File: src/rtl/alu_seq_pkg.sv
// Shared opcode constants, FSM state type and opcode classification helpers
// for the sequential ALU.
package alu_seq_pkg;

    localparam logic [3:0] OP_ADD = 4'd0;
    localparam logic [3:0] OP_SUB = 4'd1;
    localparam logic [3:0] OP_NOT = 4'd2;
    localparam logic [3:0] OP_AND = 4'd3;
    localparam logic [3:0] OP_OR  = 4'd4;
    localparam logic [3:0] OP_XOR = 4'd5;
    localparam logic [3:0] OP_SLL = 4'd6;
    localparam logic [3:0] OP_SRL = 4'd7;
    localparam logic [3:0] OP_SRA = 4'd8;

    typedef enum logic [1:0] {
        IDLE  = 2'd0,
        EXEC  = 2'd1,
        SHIFT = 2'd2,
        DONE  = 2'd3
    } state_t;

    function automatic logic is_shift(input logic [3:0] op);
        return (op == OP_SLL) || (op == OP_SRL) || (op == OP_SRA);
    endfunction

    function automatic logic is_legal(input logic [3:0] op);
        return op <= OP_SRA;
    endfunction

endpackage

File: src/rtl/alu_seq_comb.sv
// Single-cycle arithmetic/logic datapath (ADD..XOR) with status flags.
// Shift opcodes and unsupported codes yield zero here; the top handles them.
module alu_seq_comb
    import alu_seq_pkg::*;
#(
    parameter int WIDTH = 32
) (
    input  logic [WIDTH-1:0] a,
    input  logic [WIDTH-1:0] b,
    input  logic [3:0]       op,
    output logic [WIDTH-1:0] result,
    output logic             carry,
    output logic             overflow,
    output logic             sign,
    output logic             zero
);

    logic [WIDTH:0] sum;
    logic [WIDTH:0] diff;

    // The extra top bit of the difference is the unsigned borrow.
    assign sum  = {1'b0, a} + {1'b0, b};
    assign diff = {1'b0, a} - {1'b0, b};

    always_comb begin
        result   = '0;
        carry    = 1'b0;
        overflow = 1'b0;
        case (op)
            OP_ADD: begin
                result   = sum[WIDTH-1:0];
                carry    = sum[WIDTH];
                overflow = (a[WIDTH-1] == b[WIDTH-1]) && (sum[WIDTH-1] != a[WIDTH-1]);
            end
            OP_SUB: begin
                result   = diff[WIDTH-1:0];
                carry    = diff[WIDTH];
                overflow = (a[WIDTH-1] != b[WIDTH-1]) && (diff[WIDTH-1] != a[WIDTH-1]);
            end
            OP_NOT:  result = ~a;
            OP_AND:  result = a & b;
            OP_OR:   result = a | b;
            OP_XOR:  result = a ^ b;
            default: result = '0;
        endcase
    end

    assign sign = result[WIDTH-1];
    assign zero = (result == '0);

endmodule

File: src/rtl/alu_seq.sv
// Sequential ALU: handshaked single-operation pipeline with a one-bit-per-cycle
// iterative shifter; result and flags are registered and held until consumed.
module alu_seq
    import alu_seq_pkg::*;
#(
    parameter int WIDTH   = 32,
    parameter int SHAMT_W = $clog2(WIDTH)
) (
    input  logic             clk,
    input  logic             rst,
    input  logic             in_valid,
    output logic             in_ready,
    input  logic [WIDTH-1:0] op_a,
    input  logic [WIDTH-1:0] op_b,
    input  logic [3:0]       op_code,
    output logic             out_valid,
    input  logic             out_ready,
    output logic [WIDTH-1:0] result,
    output logic             carry_flag,
    output logic             sign_flag,
    output logic             overflow_flag,
    output logic             zero_flag,
    output logic             illegal_op
);

    state_t             state_reg;
    logic [WIDTH-1:0]   a_reg;
    logic [WIDTH-1:0]   b_reg;
    logic [3:0]         op_reg;
    logic [WIDTH-1:0]   sh_reg;
    logic [SHAMT_W-1:0] cnt_reg;
    logic [WIDTH-1:0]   result_reg;
    logic               carry_reg;
    logic               sign_reg;
    logic               overflow_reg;
    logic               zero_reg;
    logic               illegal_reg;
    logic               out_valid_reg;

    logic [WIDTH-1:0]   comb_result;
    logic               comb_carry;
    logic               comb_overflow;
    logic               comb_sign;
    logic               comb_zero;
    logic [WIDTH-1:0]   sh_next;
    logic               sh_out;
    logic [SHAMT_W-1:0] shamt;

    alu_seq_comb #(.WIDTH(WIDTH)) u_comb (
        .a        (a_reg),
        .b        (b_reg),
        .op       (op_reg),
        .result   (comb_result),
        .carry    (comb_carry),
        .overflow (comb_overflow),
        .sign     (comb_sign),
        .zero     (comb_zero)
    );

    assign shamt = b_reg[SHAMT_W-1:0];

    // One-position shift step; SRA re-copies the MSB, which stays the original A MSB.
    always_comb begin
        sh_next = sh_reg;
        sh_out  = 1'b0;
        case (op_reg)
            OP_SLL: begin
                sh_next = {sh_reg[WIDTH-2:0], 1'b0};
                sh_out  = sh_reg[WIDTH-1];
            end
            OP_SRL: begin
                sh_next = {1'b0, sh_reg[WIDTH-1:1]};
                sh_out  = sh_reg[0];
            end
            OP_SRA: begin
                sh_next = {sh_reg[WIDTH-1], sh_reg[WIDTH-1:1]};
                sh_out  = sh_reg[0];
            end
            default: begin
                sh_next = sh_reg;
                sh_out  = 1'b0;
            end
        endcase
    end

    always_ff @(posedge clk) begin
        if (rst) begin
            state_reg     <= IDLE;
            a_reg         <= '0;
            b_reg         <= '0;
            op_reg        <= '0;
            sh_reg        <= '0;
            cnt_reg       <= '0;
            result_reg    <= '0;
            carry_reg     <= 1'b0;
            sign_reg      <= 1'b0;
            overflow_reg  <= 1'b0;
            zero_reg      <= 1'b0;
            illegal_reg   <= 1'b0;
            out_valid_reg <= 1'b0;
        end else begin
            case (state_reg)
                IDLE: begin
                    if (in_valid) begin
                        a_reg     <= op_a;
                        b_reg     <= op_b;
                        op_reg    <= op_code;
                        state_reg <= EXEC;
                    end
                end
                EXEC: begin
                    if (!is_legal(op_reg)) begin
                        result_reg    <= '0;
                        carry_reg     <= 1'b0;
                        sign_reg      <= 1'b0;
                        overflow_reg  <= 1'b0;
                        zero_reg      <= 1'b0;
                        illegal_reg   <= 1'b1;
                        out_valid_reg <= 1'b1;
                        state_reg     <= DONE;
                    end else if (is_shift(op_reg) && (shamt != '0)) begin
                        sh_reg    <= a_reg;
                        cnt_reg   <= shamt;
                        state_reg <= SHIFT;
                    end else if (is_shift(op_reg)) begin
                        result_reg    <= a_reg;
                        carry_reg     <= 1'b0;
                        sign_reg      <= a_reg[WIDTH-1];
                        overflow_reg  <= 1'b0;
                        zero_reg      <= (a_reg == '0);
                        illegal_reg   <= 1'b0;
                        out_valid_reg <= 1'b1;
                        state_reg     <= DONE;
                    end else begin
                        result_reg    <= comb_result;
                        carry_reg     <= comb_carry;
                        sign_reg      <= comb_sign;
                        overflow_reg  <= comb_overflow;
                        zero_reg      <= comb_zero;
                        illegal_reg   <= 1'b0;
                        out_valid_reg <= 1'b1;
                        state_reg     <= DONE;
                    end
                end
                SHIFT: begin
                    sh_reg  <= sh_next;
                    cnt_reg <= cnt_reg - SHAMT_W'(1);
                    if (cnt_reg == SHAMT_W'(1)) begin
                        result_reg    <= sh_next;
                        carry_reg     <= sh_out;
                        sign_reg      <= sh_next[WIDTH-1];
                        overflow_reg  <= 1'b0;
                        zero_reg      <= (sh_next == '0);
                        illegal_reg   <= 1'b0;
                        out_valid_reg <= 1'b1;
                        state_reg     <= DONE;
                    end
                end
                DONE: begin
                    if (out_ready) begin
                        out_valid_reg <= 1'b0;
                        state_reg     <= IDLE;
                    end
                end
                default: state_reg <= IDLE;
            endcase
        end
    end

    assign in_ready      = (state_reg == IDLE);
    assign out_valid     = out_valid_reg;
    assign result        = result_reg;
    assign carry_flag    = carry_reg;
    assign sign_flag     = sign_reg;
    assign overflow_flag = overflow_reg;
    assign zero_flag     = zero_reg;
    assign illegal_op    = illegal_reg;

endmodule

File: config.mk
export PLATFORM = sky130hd
export DESIGN_NAME = alu_seq
export DESIGN_NICKNAME = d
export VERILOG_FILES = /design/src/rtl/alu_seq_pkg.sv /design/src/rtl/alu_seq_comb.sv /design/src/rtl/alu_seq.sv
export SDC_FILE = /design/constraint.sdc
export NUM_CORES = 1
export LEC_CHECK = 0
export ABC_AREA = 1
export BUFFER_PORTS_ARGS = -buffer_cell sky130_fd_sc_hd__buf_2
export CAP_MARGIN = 10
export CORE_UTILIZATION = 55
export DETAILED_ROUTE_END_ITERATION = 10
export PLACE_DENSITY = 0.8
export SYNTH_ARGS = -nofsm -noshare
export SYNTH_HDL_FRONTEND = slang
export SYNTH_SLANG_ARGS = --single-unit
File: constraint.sdc
create_clock -name clk -period 2.36 [get_ports clk]
set_clock_uncertainty 0.2 [all_clocks]
set_input_delay 0.236 -clock clk [delete_from_list [all_inputs] [get_ports clk]]
set_output_delay 0.236 -clock clk [all_outputs]
set_load 0.01 [all_outputs]
==> results.md, run 1 <==
- Outcome: stopped before the end
- Last stage reached: 5_1_grt
- Tool error: [ERROR GRT-0232] Routing congestion too high. Check the congestion heatmap in the GUI.
- Ys Warns: 0
- Synth top area cells: dfxtp_1, nand2_1, inv_1
- Post-Synthesis Net Count: between 2k and 2.5k
- Dpl cells: roughly 3k
- Post-DP HPWL: between 40000 and 50000 um
- H-tree depth: 4
- Avg Synthesized Cell Area: around 5.9 sq um
- TritonCTS buffer count: 17
- Part of the Yosys area used for sequential elements: 21.7%
- Placement Cell Area: about 17000 sq um
- Port Buf Inserts: between 100 and 150
- Largest net degree at the start of global routing: approximately 70
- GRT repair_timing worst endpoint: zero_flag$_SDFFE_PP0P_/D
- Mapped Cells: 2248
- Cell taking the most area after synthesis: dfxtp_1
- CTS root buffer: clkbuf_16
- Worst endpoint pin kind: register input
- Clock sink count: between 100 and 150
- Gr usage total: 73.3%
- Top FF cell, synth: dfxtp_1
- Initial Utilization: 56.3%
- Row cnt: 56
- Top-level port count: ~110
- Total grt overflow: 52
- Post-synth top area share: ~22%
- Synth unique cells: 42
- EDFF count, synth: 0
- CTS Buffer Depth: 2
- Routability cong.: 1.04
- Die height: approximately 160 um
- Post-Syn Area: ~13000 sq um
- Flops & latches, synth: between 100 and 150
- Die X: 157 um
- Asr flop ratio synth: 0%
per-stage QoR:
| stage | setup WS (ns) | utilization, % | TNS, ns | hold slack [ns] |
|---|---|---|---|---|
| 2_1_floorplan | 0.0000189 | - | 0 | 0.188 |
| 3_3_place_gp | -0.698 | 72.3 | -11.80 | 0.245 |
| 3_5_place_dp | -0.736 | 72.3 | -12.73 | 0.258 |
| 4_1_cts | -0.372 | 83.2 | -3.86 | 0.00116 |
routing by layer:
layer / GRT overflow / global-route usage, %
met1: 0 / 75.0
met2: 33 / 90.8
met3: 0 / 56.4
met4: 19 / 70.6
met5: 0 / 20.7
Yosys cell counts, drive strengths merged, types with 2 or more instances:
master  number
nand2      527
inv        385
nor2       217
o21ai      176
a21oi      170
nand3      170
dfxtp      144
ha         111
clkbuf      58
o22ai       57
buf         54
nand4       37
a221oi      33
a31oi       29
nor3        12
o211ai      12
o21bai       8
a22oi        7
o221ai       7
o21a         6
xor2         5
a211oi       4
nor4         4
or2          4
and2         2
and3         2
fa           2
timing repair:
action / in CTS
resized for setup: 345
hold endpoints to repair: 60
buffers inserted: 20
endpoints found under the setup margin: 32
hold buffers: 61
pin swaps: 67
logic make-up after synthesis:
group	share of synthesized area [%]
compound gates	22.0
xor+xnor	0.330
fa+ha+maj	10.8
buf+inv	14.7
flops	21.7
mux	0.0754
simple gates	30.4
==> run 2: changes to the inputs <==
--- a/config.mk
+++ b/config.mk
@@ -8,9 +8,9 @@
 export ABC_AREA = 1
 export BUFFER_PORTS_ARGS = -buffer_cell sky130_fd_sc_hd__buf_2
 export CAP_MARGIN = 10
-export CORE_UTILIZATION = 55
+export CORE_UTILIZATION = 40
 export DETAILED_ROUTE_END_ITERATION = 10
-export PLACE_DENSITY = 0.8
+export PLACE_DENSITY_LB_ADDON = 0.15
 export SYNTH_ARGS = -nofsm -noshare
 export SYNTH_HDL_FRONTEND = slang
 export SYNTH_SLANG_ARGS = --single-unit
==> constraint.sdc (replaced) <==
create_clock -name clk -period 3.05 [get_ports clk]
set_clock_uncertainty 0.2 [all_clocks]
set_input_delay 0.305 -clock clk [delete_from_list [all_inputs] [get_ports clk]]
set_output_delay 0.305 -clock clk [all_outputs]
set_load 0.01 [all_outputs]
==> results.md, run 2 <==
- Most common cell in the synthesized netlist: nand2_1 (unchanged)
- Row cnt: 66 (was 56)
- Mapped Cells: 2248 (unchanged)
- Final Cycle Share: 97.4%
- Hold slack: about 0.0079 ns
- Drt pass-1 iters: 7
- Fin. max-slew vios: 0
- Avg Synthesized Cell Area: 5.91 sq um (unchanged)
- Post-layout min period: 2.97 ns
- Number of max-cap violations: 0
- Number of routed nets with antenna violations: 0
- DP Worst Slack: -0.148 ns (was -0.736 ns)
- Post-Syn Area: 13300 sq um (unchanged)
- CTS tree: yes
- Die Footprint: about 34000 sq um
- Slowest cell on crit path: fa_2
- CTS root buffer: clkbuf_16 (unchanged)
- Part of the Yosys area used for sequential elements: 21.7% (unchanged)
- Startpoint Class: flop
- Nets@finish: between 2k and 3k
- Critical path class: flop to flop
- Outcome: finished clean (was stopped before the end)
- First-pass GRT wire length: 86400 um
- Asr flop ratio synth: 0% (unchanged)
- Crit path buf inv count: 4
- Crit. End Element: flop
- CTS Buffer Depth: 2 (unchanged)
- EDFF count, synth: 0 (unchanged)
- Crit Path Max Fanout: 3
- Total grt overflow: 0
- Synth top area cells: dfxtp_1, nand2_1, inv_1 (unchanged)
- Worst path arrival time: approximately 3.2 ns
- Worst-path cell chain: inv_1 > fa_2 > inv_1 > buf_4 > nand3_1 > nand3_1 > buf_4 > nand2_1 > nand3_1 > nand2_1 > nand3_1 > nand3_2 > nor2_2 > nand2_1 > nor2_1 > nand4_1 > a21oi_1
- Initial Utilization: 40.7% (was 56.3%)
- TritonCTS buffer count: 17 (unchanged)
- Non-Filler Instances: roughly 3k
- Hold Fails Final Rpt: 0
- Dpl cells: 2924 (was 2963)
- Max Clk Rate: approximately 340 MHz
- Slew @ Worst Pin: around 0.65 ns
- Post-DP HPWL: 46700 um (was 44400 um)
- Routed vias: approximately 16k
- Setup-failing EPs final: 0
- Critical path's most frequent cell: nand3_1
- Clk Latency, worst-skew pair: 0.47 ns
- Core Region: ~33000 sq um
- Final WL: around 58000 um
- WP data required: between 3 and 4 ns
- Most frequent cells in the layout: nand2_1, inv_1, buf_4, nor2_1, a21oi_1
- Gr usage total: 34.0%
- Synth unique cells: 42 (unchanged)
- Post-Synthesis Net Count: 2433 (unchanged)
- Largest stage delay, worst path: 0.44 ns
- H-tree depth: 4 (unchanged)
- Leak pwr: around 0.0087 uW
- Top-level port count: 111 (unchanged)
- Vias in the first global route: about 15k
- WL/cell: around 19 um
- Peak supply drop: about 560 uV
- Power Total: roughly 17000 uW
- Area growth syn-to-layout: 28.4%
- Cell taking the most area after synthesis: dfxtp_1 (unchanged)
- Layout Utilization: a little over half
- Port Buf Inserts: 110 (unchanged)
- DR DRC count: 0
- Top FF cell, synth: dfxtp_1 (unchanged)
- Initial antenna violation count: 2
- Power Density: approximately 990 nW/um^2
- Via/cell ratio: between 5 and 6
- Flops & latches, synth: 144 (unchanged)
- Layout cells sized above 1: between 15 and 20%
- Worst hold path class: primary input to flop
- CTS clk-pin slew, worst paths: about 0.080 ns
- RSZ-0062 raised after global routing: true
- Routability cong.: 0.986 (was 1.04)
- Top Family by Delay on Critical Path: simple AND/OR/NAND/NOR gates
- Die height: 184 um (was 157 um)
- Die X: 184 um (was 157 um)
- Ys Warns: 0 (unchanged)
- Most common cell after layout, fill and taps aside: nand2_1
- Clock sink count: 144 (unchanged)
- Post-synth top area share: 21.7% (unchanged)
- Relative slew slack: 56.5%
- Final WS setup: 0.0795 ns
- Initial DRC Count: ~1.3k
- Commonest cells post-synth: nand2_1, inv_1, nor2_1, o21ai_0 (unchanged)
- Largest net degree at the start of global routing: 75
## run 2: cell counts after synthesis
Identical to the previous run, type by type.
## run 2: final cells by class
type / count / area, sq um
flip-flops and latches: 144 / 2890
repair buffers: 396 / 2880
inverters: 386 / 1450
well taps: 442 / 553
diodes: 2 / 5.00
clock buffers: 20 / 457
multi-input cells: 1606 / 8690
fillers: 3441 / 15600
clock inverters: 12 / 130
## run 2: power breakdown
group / switching [uW] / internal [uW] / total [uW] / leakage [uW]
Combinational: 7470 / 4300 / 11800 / 0.00721
Sequential: 406 / 2530 / 2930 / 0.00119
Clock: 984 / 1250 / 2240 / 0.000287
## run 2: worst min-delay path, stage by stage
cell	delay (ns)
buf_2	0.08
nor2_1	0.04
nor2_1	0.10
o21a_1	0.11
## run 2: path summary, 6_finish.rpt
path	from	end	slack [ns]	cells past startpoint
setup / recovery	a_reg[1]	zero_flag	0.08	17
hold / removal	out_ready	out_valid	0.008	4
setup reg to reg	a_reg[1]	zero_flag	0.08	17
hold reg to reg	out_valid	out_valid	0.26	1
## run 2: cells by family after synthesis
kind of cell,after synthesis,share of synthesized area (%)
adders and majority gates,113,10.8
buffers and inverters,498,14.7
AOI/OAI and AO/OA,510,22.0
DFF,144,21.7
muxes,1,0.0754
xor gates and xnor gates,5,0.330
and+or+nand+nor,977,30.4
## run 2: timing repair
action                                  in CTS  in global routing
endpoints found under the setup margin      11                 21
gates resized for setup                     22                 49
endpoints found under the hold margin       48                  0
pin swaps                                    0                  2
hold buffers                                49                  0
setup buffers                                0                  1
## run 2: stage by stage
stage	TNS, ns	area [sq um]
global placement	-0.832	15700
global route	-0.200	17100
detailed placement	-0.791	15700
floorplan	0	13300
CTS	0	16900
finish	0	17100
## run 2: per-layer routing
layer  vias up  GRT usage, %  wire length (um)
li1       7936             -                 -
met1      7342          42.0             24900
met2       556          56.7             26500
met3       121          4.66              3160
met4         0          19.3              3260
met5         -             0                 0
(Power assumes the default switching activity.)
